===== src/rtl/uart_cfg.sv =====
// UART with runtime baud divisor, 16x oversampled receiver, transmitter and RX/TX FIFOs.
// Define UART_PARITY_EN to add one parity bit per frame (even/odd selected by parity_odd).
module uart_cfg #(
    parameter int unsigned DBIT     = 8,
    parameter int unsigned SB_TICK  = 16,
    parameter int unsigned DVSR_BIT = 16,
    parameter int unsigned FIFO_W   = 2
) (
    input  logic                clk,
    input  logic                reset,
    input  logic [DVSR_BIT-1:0] dvsr,
    input  logic                parity_odd,
    input  logic                rx,
    output logic                tx,
    input  logic                wr_uart,
    input  logic [DBIT-1:0]     w_data,
    input  logic                rd_uart,
    output logic [DBIT-1:0]     r_data,
    input  logic                clr_err,
    output logic                tx_full,
    output logic                tx_empty,
    output logic                rx_empty,
    output logic                rx_full,
    output logic [FIFO_W:0]     tx_level,
    output logic [FIFO_W:0]     rx_level,
    output logic                tx_busy,
    output logic                frame_err,
    output logic                parity_err,
    output logic                overrun_err
);
    localparam int unsigned Depth = 1 << FIFO_W;
    localparam int unsigned TickW = 6;
    localparam int unsigned NCntW = 4;

    typedef enum logic [2:0] {
        StIdle,
        StStart,
        StData,
`ifdef UART_PARITY_EN
        StParity,
`endif
        StStop
    } state_e;

    // Baud tick generator
    logic [DVSR_BIT-1:0] baud_cnt_q;
    logic                tick;

    assign tick = (dvsr != '0) && (baud_cnt_q >= dvsr - DVSR_BIT'(1));

    always_ff @(posedge clk or posedge reset) begin
        if (reset) begin
            baud_cnt_q <= '0;
        end else if (dvsr == '0 || tick) begin
            baud_cnt_q <= '0;
        end else begin
            baud_cnt_q <= baud_cnt_q + DVSR_BIT'(1);
        end
    end

    // RX synchroniser and receiver FSM
    logic             rx_meta_q, rx_sync_q;
    state_e           rx_state_q;
    logic [TickW-1:0] rx_s_q;
    logic [NCntW-1:0] rx_n_q;
    logic [DBIT-1:0]  rx_b_q;
    logic             rx_done_q, frame_ev_q;
`ifdef UART_PARITY_EN
    logic             rx_podd_q, par_ev_q;
`endif

    always_ff @(posedge clk or posedge reset) begin
        if (reset) begin
            rx_meta_q <= 1'b1;
            rx_sync_q <= 1'b1;
        end else begin
            rx_meta_q <= rx;
            rx_sync_q <= rx_meta_q;
        end
    end

    always_ff @(posedge clk or posedge reset) begin
        if (reset) begin
            rx_state_q <= StIdle;
            rx_s_q     <= '0;
            rx_n_q     <= '0;
            rx_b_q     <= '0;
            rx_done_q  <= 1'b0;
            frame_ev_q <= 1'b0;
`ifdef UART_PARITY_EN
            rx_podd_q  <= 1'b0;
            par_ev_q   <= 1'b0;
`endif
        end else begin
            rx_done_q  <= 1'b0;
            frame_ev_q <= 1'b0;
`ifdef UART_PARITY_EN
            par_ev_q   <= 1'b0;
`endif
            unique case (rx_state_q)
                StIdle: begin
                    // A halted baud generator also freezes the receiver in idle
                    if (!rx_sync_q && dvsr != '0) begin
                        rx_state_q <= StStart;
                        rx_s_q     <= '0;
`ifdef UART_PARITY_EN
                        rx_podd_q  <= parity_odd;
`endif
                    end
                end
                StStart: begin
                    if (tick) begin
                        if (rx_s_q == TickW'(7)) begin
                            rx_state_q <= rx_sync_q ? StIdle : StData;
                            rx_s_q     <= '0;
                            rx_n_q     <= '0;
                        end else begin
                            rx_s_q <= rx_s_q + TickW'(1);
                        end
                    end
                end
                StData: begin
                    if (tick) begin
                        if (rx_s_q == TickW'(15)) begin
                            rx_s_q <= '0;
                            rx_b_q <= {rx_sync_q, rx_b_q[DBIT-1:1]};
                            if (rx_n_q == NCntW'(DBIT - 1)) begin
`ifdef UART_PARITY_EN
                                rx_state_q <= StParity;
`else
                                rx_state_q <= StStop;
`endif
                            end else begin
                                rx_n_q <= rx_n_q + NCntW'(1);
                            end
                        end else begin
                            rx_s_q <= rx_s_q + TickW'(1);
                        end
                    end
                end
`ifdef UART_PARITY_EN
                StParity: begin
                    if (tick) begin
                        if (rx_s_q == TickW'(15)) begin
                            rx_s_q     <= '0;
                            par_ev_q   <= (^rx_b_q) ^ rx_sync_q ^ rx_podd_q;
                            rx_state_q <= StStop;
                        end else begin
                            rx_s_q <= rx_s_q + TickW'(1);
                        end
                    end
                end
`endif
                StStop: begin
                    if (tick) begin
                        if (rx_s_q == TickW'(SB_TICK - 1)) begin
                            rx_state_q <= StIdle;
                            rx_done_q  <= 1'b1;
                            frame_ev_q <= !rx_sync_q;
                        end else begin
                            rx_s_q <= rx_s_q + TickW'(1);
                        end
                    end
                end
                default: rx_state_q <= StIdle;
            endcase
        end
    end

    // RX FIFO: a completed word arriving while full is dropped even if a read is pending
    logic [DBIT-1:0] rx_mem_q [Depth];
    logic [FIFO_W:0] rx_wptr_q, rx_rptr_q;
    logic            rx_we, rx_re;

    assign rx_level = rx_wptr_q - rx_rptr_q;
    assign rx_empty = (rx_level == '0);
    assign rx_full  = (rx_level == (FIFO_W + 1)'(Depth));
    assign rx_we    = rx_done_q && !rx_full;
    assign rx_re    = rd_uart && !rx_empty;
    assign r_data   = rx_mem_q[rx_rptr_q[FIFO_W-1:0]];

    always_ff @(posedge clk or posedge reset) begin
        if (reset) begin
            rx_wptr_q <= '0;
            rx_rptr_q <= '0;
            for (int unsigned i = 0; i < Depth; i++) rx_mem_q[i] <= '0;
        end else begin
            if (rx_we) begin
                rx_mem_q[rx_wptr_q[FIFO_W-1:0]] <= rx_b_q;
                rx_wptr_q <= rx_wptr_q + (FIFO_W + 1)'(1);
            end
            if (rx_re) rx_rptr_q <= rx_rptr_q + (FIFO_W + 1)'(1);
        end
    end

    // TX FIFO
    logic [DBIT-1:0] tx_mem_q [Depth];
    logic [FIFO_W:0] tx_wptr_q, tx_rptr_q;
    logic [DBIT-1:0] tx_head;
    logic            tx_we, tx_load;

    assign tx_level = tx_wptr_q - tx_rptr_q;
    assign tx_empty = (tx_level == '0);
    assign tx_full  = (tx_level == (FIFO_W + 1)'(Depth));
    assign tx_we    = wr_uart && (!tx_full || tx_load);
    assign tx_head  = tx_mem_q[tx_rptr_q[FIFO_W-1:0]];

    always_ff @(posedge clk or posedge reset) begin
        if (reset) begin
            tx_wptr_q <= '0;
            tx_rptr_q <= '0;
            for (int unsigned i = 0; i < Depth; i++) tx_mem_q[i] <= '0;
        end else begin
            if (tx_we) begin
                tx_mem_q[tx_wptr_q[FIFO_W-1:0]] <= w_data;
                tx_wptr_q <= tx_wptr_q + (FIFO_W + 1)'(1);
            end
            if (tx_load) tx_rptr_q <= tx_rptr_q + (FIFO_W + 1)'(1);
        end
    end

    // Transmitter FSM; the last stop tick can reload directly so back-to-back frames have no gap
    state_e           tx_state_q;
    logic [TickW-1:0] tx_s_q;
    logic [NCntW-1:0] tx_n_q;
    logic [DBIT-1:0]  tx_b_q;
    logic             tx_q, tx_busy_q;
`ifdef UART_PARITY_EN
    logic             tx_par_q;
`endif

    assign tx_load = tick && !tx_empty && (tx_state_q == StIdle ||
                     (tx_state_q == StStop && tx_s_q == TickW'(SB_TICK - 1)));
    assign tx      = tx_q;
    assign tx_busy = tx_busy_q;

    always_ff @(posedge clk or posedge reset) begin
        if (reset) begin
            tx_state_q <= StIdle;
            tx_s_q     <= '0;
            tx_n_q     <= '0;
            tx_b_q     <= '0;
            tx_q       <= 1'b1;
            tx_busy_q  <= 1'b0;
`ifdef UART_PARITY_EN
            tx_par_q   <= 1'b0;
`endif
        end else if (tx_load) begin
            tx_state_q <= StStart;
            tx_s_q     <= '0;
            tx_b_q     <= tx_head;
            tx_q       <= 1'b0;
            tx_busy_q  <= 1'b1;
`ifdef UART_PARITY_EN
            tx_par_q   <= (^tx_head) ^ parity_odd;
`endif
        end else if (tick) begin
            unique case (tx_state_q)
                StIdle: tx_q <= 1'b1;
                StStart: begin
                    if (tx_s_q == TickW'(15)) begin
                        tx_state_q <= StData;
                        tx_s_q     <= '0;
                        tx_n_q     <= '0;
                        tx_q       <= tx_b_q[0];
                    end else begin
                        tx_s_q <= tx_s_q + TickW'(1);
                    end
                end
                StData: begin
                    if (tx_s_q == TickW'(15)) begin
                        tx_s_q <= '0;
                        tx_b_q <= {1'b0, tx_b_q[DBIT-1:1]};
                        if (tx_n_q == NCntW'(DBIT - 1)) begin
`ifdef UART_PARITY_EN
                            tx_state_q <= StParity;
                            tx_q       <= tx_par_q;
`else
                            tx_state_q <= StStop;
                            tx_q       <= 1'b1;
`endif
                        end else begin
                            tx_n_q <= tx_n_q + NCntW'(1);
                            tx_q   <= tx_b_q[1];
                        end
                    end else begin
                        tx_s_q <= tx_s_q + TickW'(1);
                    end
                end
`ifdef UART_PARITY_EN
                StParity: begin
                    if (tx_s_q == TickW'(15)) begin
                        tx_s_q     <= '0;
                        tx_state_q <= StStop;
                        tx_q       <= 1'b1;
                    end else begin
                        tx_s_q <= tx_s_q + TickW'(1);
                    end
                end
`endif
                StStop: begin
                    if (tx_s_q == TickW'(SB_TICK - 1)) begin
                        tx_state_q <= StIdle;
                        tx_busy_q  <= 1'b0;
                        tx_q       <= 1'b1;
                    end else begin
                        tx_s_q <= tx_s_q + TickW'(1);
                    end
                end
                default: tx_state_q <= StIdle;
            endcase
        end
    end

    // Sticky error flags: a new event wins over a simultaneous clear
    logic frame_err_q, overrun_err_q;

    always_ff @(posedge clk or posedge reset) begin
        if (reset) begin
            frame_err_q   <= 1'b0;
            overrun_err_q <= 1'b0;
        end else begin
            frame_err_q   <= frame_ev_q | (frame_err_q & ~clr_err);
            overrun_err_q <= (rx_done_q & rx_full) | (overrun_err_q & ~clr_err);
        end
    end

    assign frame_err   = frame_err_q;
    assign overrun_err = overrun_err_q;

`ifdef UART_PARITY_EN
    logic parity_err_q;

    always_ff @(posedge clk or posedge reset) begin
        if (reset) parity_err_q <= 1'b0;
        else       parity_err_q <= par_ev_q | (parity_err_q & ~clr_err);
    end

    assign parity_err = parity_err_q;
`else
    logic unused_parity_odd;

    assign unused_parity_odd = parity_odd;
    assign parity_err        = 1'b0;
`endif

endmodule


===== config.mk =====
export PLATFORM = sky130hd
export DESIGN_NAME = uart_cfg
export DESIGN_NICKNAME = d
export VERILOG_FILES = /design/src/rtl/uart_cfg.sv
export SDC_FILE = /design/constraint.sdc
export NUM_CORES = 1
export LEC_CHECK = 0
export CAP_MARGIN = 20
export CORE_ASPECT_RATIO = 0.7
export CORE_MARGIN = 2
export CORE_UTILIZATION = 53
export DETAILED_ROUTE_END_ITERATION = 16
export HOLD_SLACK_MARGIN = 0.02
export PLACE_DENSITY = 0.78
export REMOVE_ABC_BUFFERS = 1
export SLEW_MARGIN = 5
export SYNTH_ARGS = -nofsm -noshare
export SYNTH_HDL_FRONTEND = slang
export SYNTH_SLANG_ARGS = --single-unit

===== constraint.sdc =====
create_clock -name clk -period 4.1 [get_ports clk]
set_input_delay 0.615 -clock clk [delete_from_list [all_inputs] [get_ports clk]]
set_output_delay 0.615 -clock clk [all_outputs]
set_load 0.005 [all_outputs]

==> results.yml, run 1 <==
synthesis:
  synth_top_area_share_pct: 46.0
  synthFlopType: "dfrtp_1"
  ys_seq_area_share_pct: 47.0
  avgSynthCellArea_sq_um: 11.6
  async_reset_ff_share_pct: 100
  synth_warnings: 0
  yosys.area.top_type: "dfrtp_1"
  ys_ff_latch: 140
  synth.cell_area_sq_mm: 0.00745
  synth-edff-count: 0
  synthCells: 645
  synth.distinct_cells: 64
  synthTopCellsByArea: "dfrtp_1, mux2_2, ha_1, mux4_2, nor2_1"
sta:
  period_needed_ps: 4020
  slew_viol_final: 0
  rsz0062_at_grt: "false"
  timing.setup.tns_ps: 0
  worstMarginPinSlew_ps: 914
  finalSetupViolCount: 0
  fin_skew_ps: 9.39
  timing.fmax_mhz: 249
  fin_ws_ps: 79.8
  min_period_over_period_pct: 98.1
  relSlewSlack_pct: 38.9
  hold_viol_final: 0
run:
  maxCapViolations: 0
place:
  hpwl_um: 11300
  gp_congestion: 0.930
  dp_slack_ps: -849
  portBuffers: 51
detailed_routing:
  drt-total-wl_um: 17100
  wl_per_cell_um: 17.9
  drt_iter0_drc: 553
  drt-vias-per-instance: 5.82
  drt_first_pass_iters: 5
  num_vias: 5545
  drc: 0
  ant_nets: 0
global_route:
  antenna_found_initial: 0
  grt_first_pass_wirelength_um: 28400
  grt_max_degree: 87
  grt.total_usage_pct: 23.8
  grt-ovfl-total: 0
  grt_pass1_vias: 5656
worst_setup_path:
  cp.arrival_ps: 4320
  crit_chain: "dlygate4sd2_1 > or4_4 > nor2_4 > buf_6 > nand2_4 > or3_1 > xor2_1 > ha_1 > nand4_1 > or4_4 > o32a_1 > a21oi_2 > buf_6 > and3_4 > mux2_4"
  r2r_slack_ps: 840
  start_kind: "input port"
  critPathBufInv: 3
  path_delay_family: "simple AND/OR/NAND/NOR gates"
  max_stage_delay_ps: 580
  cp_slowest_cell: "or4_4"
  crit_fanout: 8
  endpoint_kind: "flip-flop"
  crit_type: "in -> reg"
  crit_required_ps: 4400
die:
  coreArea_sq_mm: 0.0138
  num_rows: 36
  ios: 54
  dieArea_sq_mm: 0.0150
  die_h_um: 103
  fp.dieW_um: 146
  start_util_pct: 53.9
clock_tree:
  clk_latency_ps: 420
  cts_buffer_depth: 2
  ctsHoldBuffers: 0
  clk_pin_slew_ps: 60
  h-tree-depth: 4
  cts_inserted_buffers: 17
  cts.sinks: 140
  cts_tree: "yes"
  cts_root_buf: "clkbuf_16"
run_status:
  status: "finished clean"
layout:
  antenna_cells: 0
  syn_to_final_growth_pct: 25.2
  nFillCells: 984
  fin_nets: 820
  drive_gt1_share_pct: 28.2
power:
  p_leak_nw: 4.26
  power_mw: 4.20
  vdd.ir_drop.worst_mv: 0.314
  p_per_area_mw_per_mm2: 450
min_path:
  hold_path.class: "reg -> reg"
## registers in the layout, indices dropped and copies added, names as in the netlist
| name | cells |
|---|---|
| frame_ev_q | 1 |
| tx_wptr_q | 3 |
| tx_rptr_q | 3 |
| tx_busy | 1 |
| rx_done_q | 1 |
| frame_err | 1 |
| tx | 1 |
| rx_sync_q | 1 |
| rx_s_q | 6 |
| tx_state_q | 2 |
| overrun_err | 1 |
| tx_n_q | 4 |
| rx_b_q | 8 |
| baud_cnt_q | 16 |
| rx_mem_q | 32 |
| rx_rptr_q | 3 |
| rx_wptr_q | 3 |
| rx_meta_q | 1 |
| rx_n_q | 4 |
| tx_mem_q | 32 |
| tx_b_q | 8 |
| rx_state_q | 2 |
| tx_s_q | 6 |
## area by class of cell
cell class,instances,area [sq um],area share (%)
clock buffers,21,450,4.83
clock inverters,11,170,1.82
inverters,32,125,1.34
multi-input cells,456,3910,41.9
flip-flops and latches,140,3510,37.6
well taps,190,238,2.55
repair buffers,102,930,9.96
## layer usage
layer | vias to the layer above | global-route usage [%] | routed length (um)
met1 | 2760 | 31.9 | 7770
met3 | 22 | 5.39 | 803
met4 | 0 | 6.49 | 225
met2 | 185 | 39.8 | 8280
li1 | 2578 | - | -
met5 | - | 0 | 0
## report_power, final
part	internal, mW	leakage (nW)	total, mW	switching (mW)
registers	1.60	1.82	1.76	0.162
logic	0.457	2.13	0.821	0.364
clock network	1.03	0.305	1.62	0.582
## what timing repair did
action	4_1_cts	5_1_grt
endpoints found under the setup margin	82	80
cloned	1	0
setup buffers	1	5
resized for setup	31	29
pin swaps	11	15
## synth_stat cells, types with 9 or more instances
master / instances
dfrtp_1: 137
o21ai_0: 18
ha_1: 38
nand3_1: 22
nand2_1: 44
mux2_2: 77
nor2_1: 50
o22ai_1: 10
xnor2_1: 20
nor4_1: 12
a21oi_1: 9
mux4_2: 16
clkbuf_1: 11
inv_1: 31
and3_1: 10
xor2_1: 17
## kinds of logic (layout without fill, tap and decap cells)
logic type / after synthesis / count (layout) / synth area share [%]
mux: 95 / 95 / 16.7
fa+ha+maj: 40 / 40 / 6.92
simple gates: 181 / 181 / 12.1
compound gates: 100 / 101 / 9.84
other cells: 1 / 1 / 0.0503
flops: 140 / 140 / 47.0
buf+inv: 50 / 166 / 2.62
xor+xnor: 38 / 38 / 4.67
## metrics by stage
step                      utilization, %  hold slack [ps]  cells  area, sq um
after CTS                           66.9              353    947         9250
after global placement              61.5              349    913         8510
final                               67.5              352    952         9330
after floorplan                        -              345    627         7380
after detailed placement            61.5              348    913         8510
after global routing                67.5              361    952         9330
## cells in the final DEF (no fill, tap or decap), types with 9 or more instances in the layout
cell type	instances
dfrtp_1	137
mux2_2	67
nor2_1	48
clkdlybuf4s50_1	43
buf_4	43
nand2_1	42
ha_1	38
inv_1	30
nand3_1	22
xnor2_1	20
xor2_1	17
clkbuf_16	17
mux4_2	16
o21ai_0	15
mux2_4	10
o22ai_1	10
and3_1	9
a21oi_1	9
nor4_1	9
## final timing paths
check                                               end                      from  depth (start not counted)
worst min-delay path                rx_sync_q$_DFF_PP1_       rx_meta_q$_DFF_PP1_                          0
worst max-delay path              tx_n_q[0]$_DFFE_PP0P_                   dvsr[9]                         15
worst min register to register      rx_sync_q$_DFF_PP1_       rx_meta_q$_DFF_PP1_                          0
max in group asynchronous                tx$_DFFE_PP1P_                     reset                          3
min in group asynchronous         tx_n_q[2]$_DFFE_PP0P_                     reset                          2
worst max register to register  rx_mem_q[2]$_DFFE_PP0P_  rx_rptr_q[0]$_DFFE_PP0P_                          8
## worst reg2reg max path: stages, from the launching register on
cell and delay [ps]:
dfrtp_1 640, ha_1 340, fa_1 390, xnor2_1 200
xnor2_1 130, nor2b_1 170, nor2b_1 380, nand2_1 460
mux2_2 440
(Power assumes the default switching activity.)
==> run 2: changes to the inputs <==
==> constraint.sdc (replaced) <==
create_clock -name clk -period 4.1 [get_ports clk]
set_input_delay 0.615 -clock clk [delete_from_list [all_inputs] [get_ports clk]]
set_output_delay 0.615 -clock clk [all_outputs]
set_load 0.02 [all_outputs]
==> run 2 against run 1 <==
Net effect: via count increased by 0.72%; first-iteration DRC count shrank 40%; largest power group unchanged; power increased by 3.0%; clock power hardly changed; die area stayed put; final cell count grew 0.21%; clock skew is 1.3 ps higher.
==> results.yml, run 2 (synthesis results as in run 1) <==
worst_setup_path:
  crit_fanout: 8
  cp.arrival_ps: 4290
  crit_chain: "dlygate4sd2_1 > or4_4 > nor2_4 > buf_6 > nand2_4 > or3_4 > xor2_2 > ha_1 > nand4_1 > or4_4 > o32ai_4 > buf_6 > o21ai_1 > o21ai_4 > mux2_4"
  crit_required_ps: 4400
  crit_type: "in -> reg"
  max_stage_delay_ps: 580
  endpoint_kind: "flip-flop"
  cp_slowest_cell: "or4_4"
  critPathBufInv: 3
  path_delay_family: "simple AND/OR/NAND/NOR gates"
  start_kind: "input port"
layout:
  nFillCells: 991
  drive_gt1_share_pct: 28.8
  antenna_cells: 0
  fin_nets: 822
  syn_to_final_growth_pct: 26.4
  layout_commonest_cell: "dfrtp_1"
  final-instance-count-excl-fill: 954
  final_cell_mix: "dfrtp_1, mux2_2, nor2_1, buf_4"
  reg.largest.list: "rx_mem_q x32, tx_mem_q x32, baud_cnt_q x16"
clock_tree:
  cts_inserted_buffers: 17
  clk_latency_ps: 420
  ctsHoldBuffers: 0
  cts.sinks: 140
  clk_pin_slew_ps: 60
  cts_buffer_depth: 2
  h-tree-depth: 4
  cts_tree: "yes"
  cts_root_buf: "clkbuf_16"
detailed_routing:
  drc: 0
  drt_iter0_drc: 330
  wl_per_cell_um: 18.3
  drt-vias-per-instance: 5.85
  drt-total-wl_um: 17500
  drt_first_pass_iters: 6
  num_vias: 5585
  ant_nets: 0
place:
  hpwl_um: 11800
  gp_congestion: 0.934
  portBuffers: 51
  placed_cells: 915
sta:
  fin_skew_ps: 10.7
  hold_viol_final: 0
  relSlewSlack_pct: 41.1
  min_period_over_period_pct: 97.2
  worstMarginPinSlew_ps: 880
  period_needed_ps: 3990
  finalSetupViolCount: 0
  timing.fmax_mhz: 251
  whs_ps: 352
  slew_viol_final: 0
  rsz0062_at_grt: "false"
power:
  p_leak_nw: 4.32
  p_per_area_mw_per_mm2: 459
  vdd.ir_drop.worst_mv: 0.348
global_route:
  antenna_found_initial: 0
  grt_max_degree: 87
  grt-ovfl-total: 0
  grt_first_pass_wirelength_um: 29000
  grt.total_usage_pct: 24.3
  grt_pass1_vias: 5538
die:
  dieArea_sq_mm: 0.0150
  coreArea_sq_mm: 0.0138
  ios: 54
  start_util_pct: 53.9
  fp.dieW_um: 146
  die_h_um: 103
  num_rows: 36
min_path:
  hold_path.class: "reg -> reg"
run:
  maxCapViolations: 0
run_status:
  status: "finished clean"
[run 2: cell count changes in the layout (fill, tap and decap cells not counted), sizes merged]
cell / before / now
buf: 51 / 53
bufinv: 4 / 3
clkbuf: 26 / 24
clkinv: 7 / 3
clkinvlp: 0 / 3
inv: 32 / 36
[run 2: power by group]
part / switching (mW) / internal (mW) / total, mW
logic: 0.424 / 0.520 / 0.944
clock network: 0.613 / 0.993 / 1.61
registers: 0.176 / 1.60 / 1.77
[run 2: final timing paths]
path | startpoint | endpoint | slack [ps] | cells past startpoint
min in group asynchronous | reset | tx_n_q[2]$_DFFE_PP0P_ | 720 | 2
min reg2reg | rx_meta_q$_DFF_PP1_ | rx_sync_q$_DFF_PP1_ | 350 | 0
max | dvsr[9] | tx_mem_q[23]$_DFFE_PP0P_ | 110 | 15
min | rx_meta_q$_DFF_PP1_ | rx_sync_q$_DFF_PP1_ | 350 | 0
max in group asynchronous | reset | tx$_DFFE_PP1P_ | 2600 | 3
max reg2reg | rx_rptr_q[0]$_DFFE_PP0P_ | rx_mem_q[3]$_DFFE_PP0P_ | 850 | 8
[run 2: metrics by stage]
stage               total power [mW]  util (%)  TNS (ps)  instance area [sq um]  setup WS, ps
floorplan                       2.27         -    -49600                   7380          -573
global placement                2.51      61.6    -58490                   8520          -745
finish                          4.32      68.1         0                   9420           115
global route                    4.50      68.1         0                   9420          14.0
detailed placement              2.58      61.6    -74560                   8520          -949
CTS                             4.32      67.8         0                   9370          38.3
[run 2: worst reg2reg max path: cells and delay by family (launching register included)]
kind	cells	cell delay (ps)
and+or+nand+nor	3	1020
adders and majority gates	2	710
DFF	1	650
muxes	1	420
xor gates and xnor gates	2	320
[run 2: what timing repair did]
action	in CTS	in global routing
gates cloned	1	0
hold endpoints to repair	0	0
gates resized for setup	61	18
endpoints found under the setup margin	82	81
setup buffers	1	5
pin swaps	10	10
[run 2: layer usage]
layer	vias to the layer above	wire (um)	track usage (%)
met5	-	0	0
met1	2832	8210	33.4
met2	160	8350	39.8
met4	0	176	6.26
met3	18	742	5.83
li1	2575	-	-
[run 2: layout make-up]
class	instances	area, sq um	area share, %
repair buffers	104	937	9.95
well taps	190	238	2.52
clock inverters	13	163	1.73
clock buffers	19	453	4.81
multi-input cells	456	4000	42.4
inverters	32	125	1.33
flip-flops and latches	140	3510	37.2
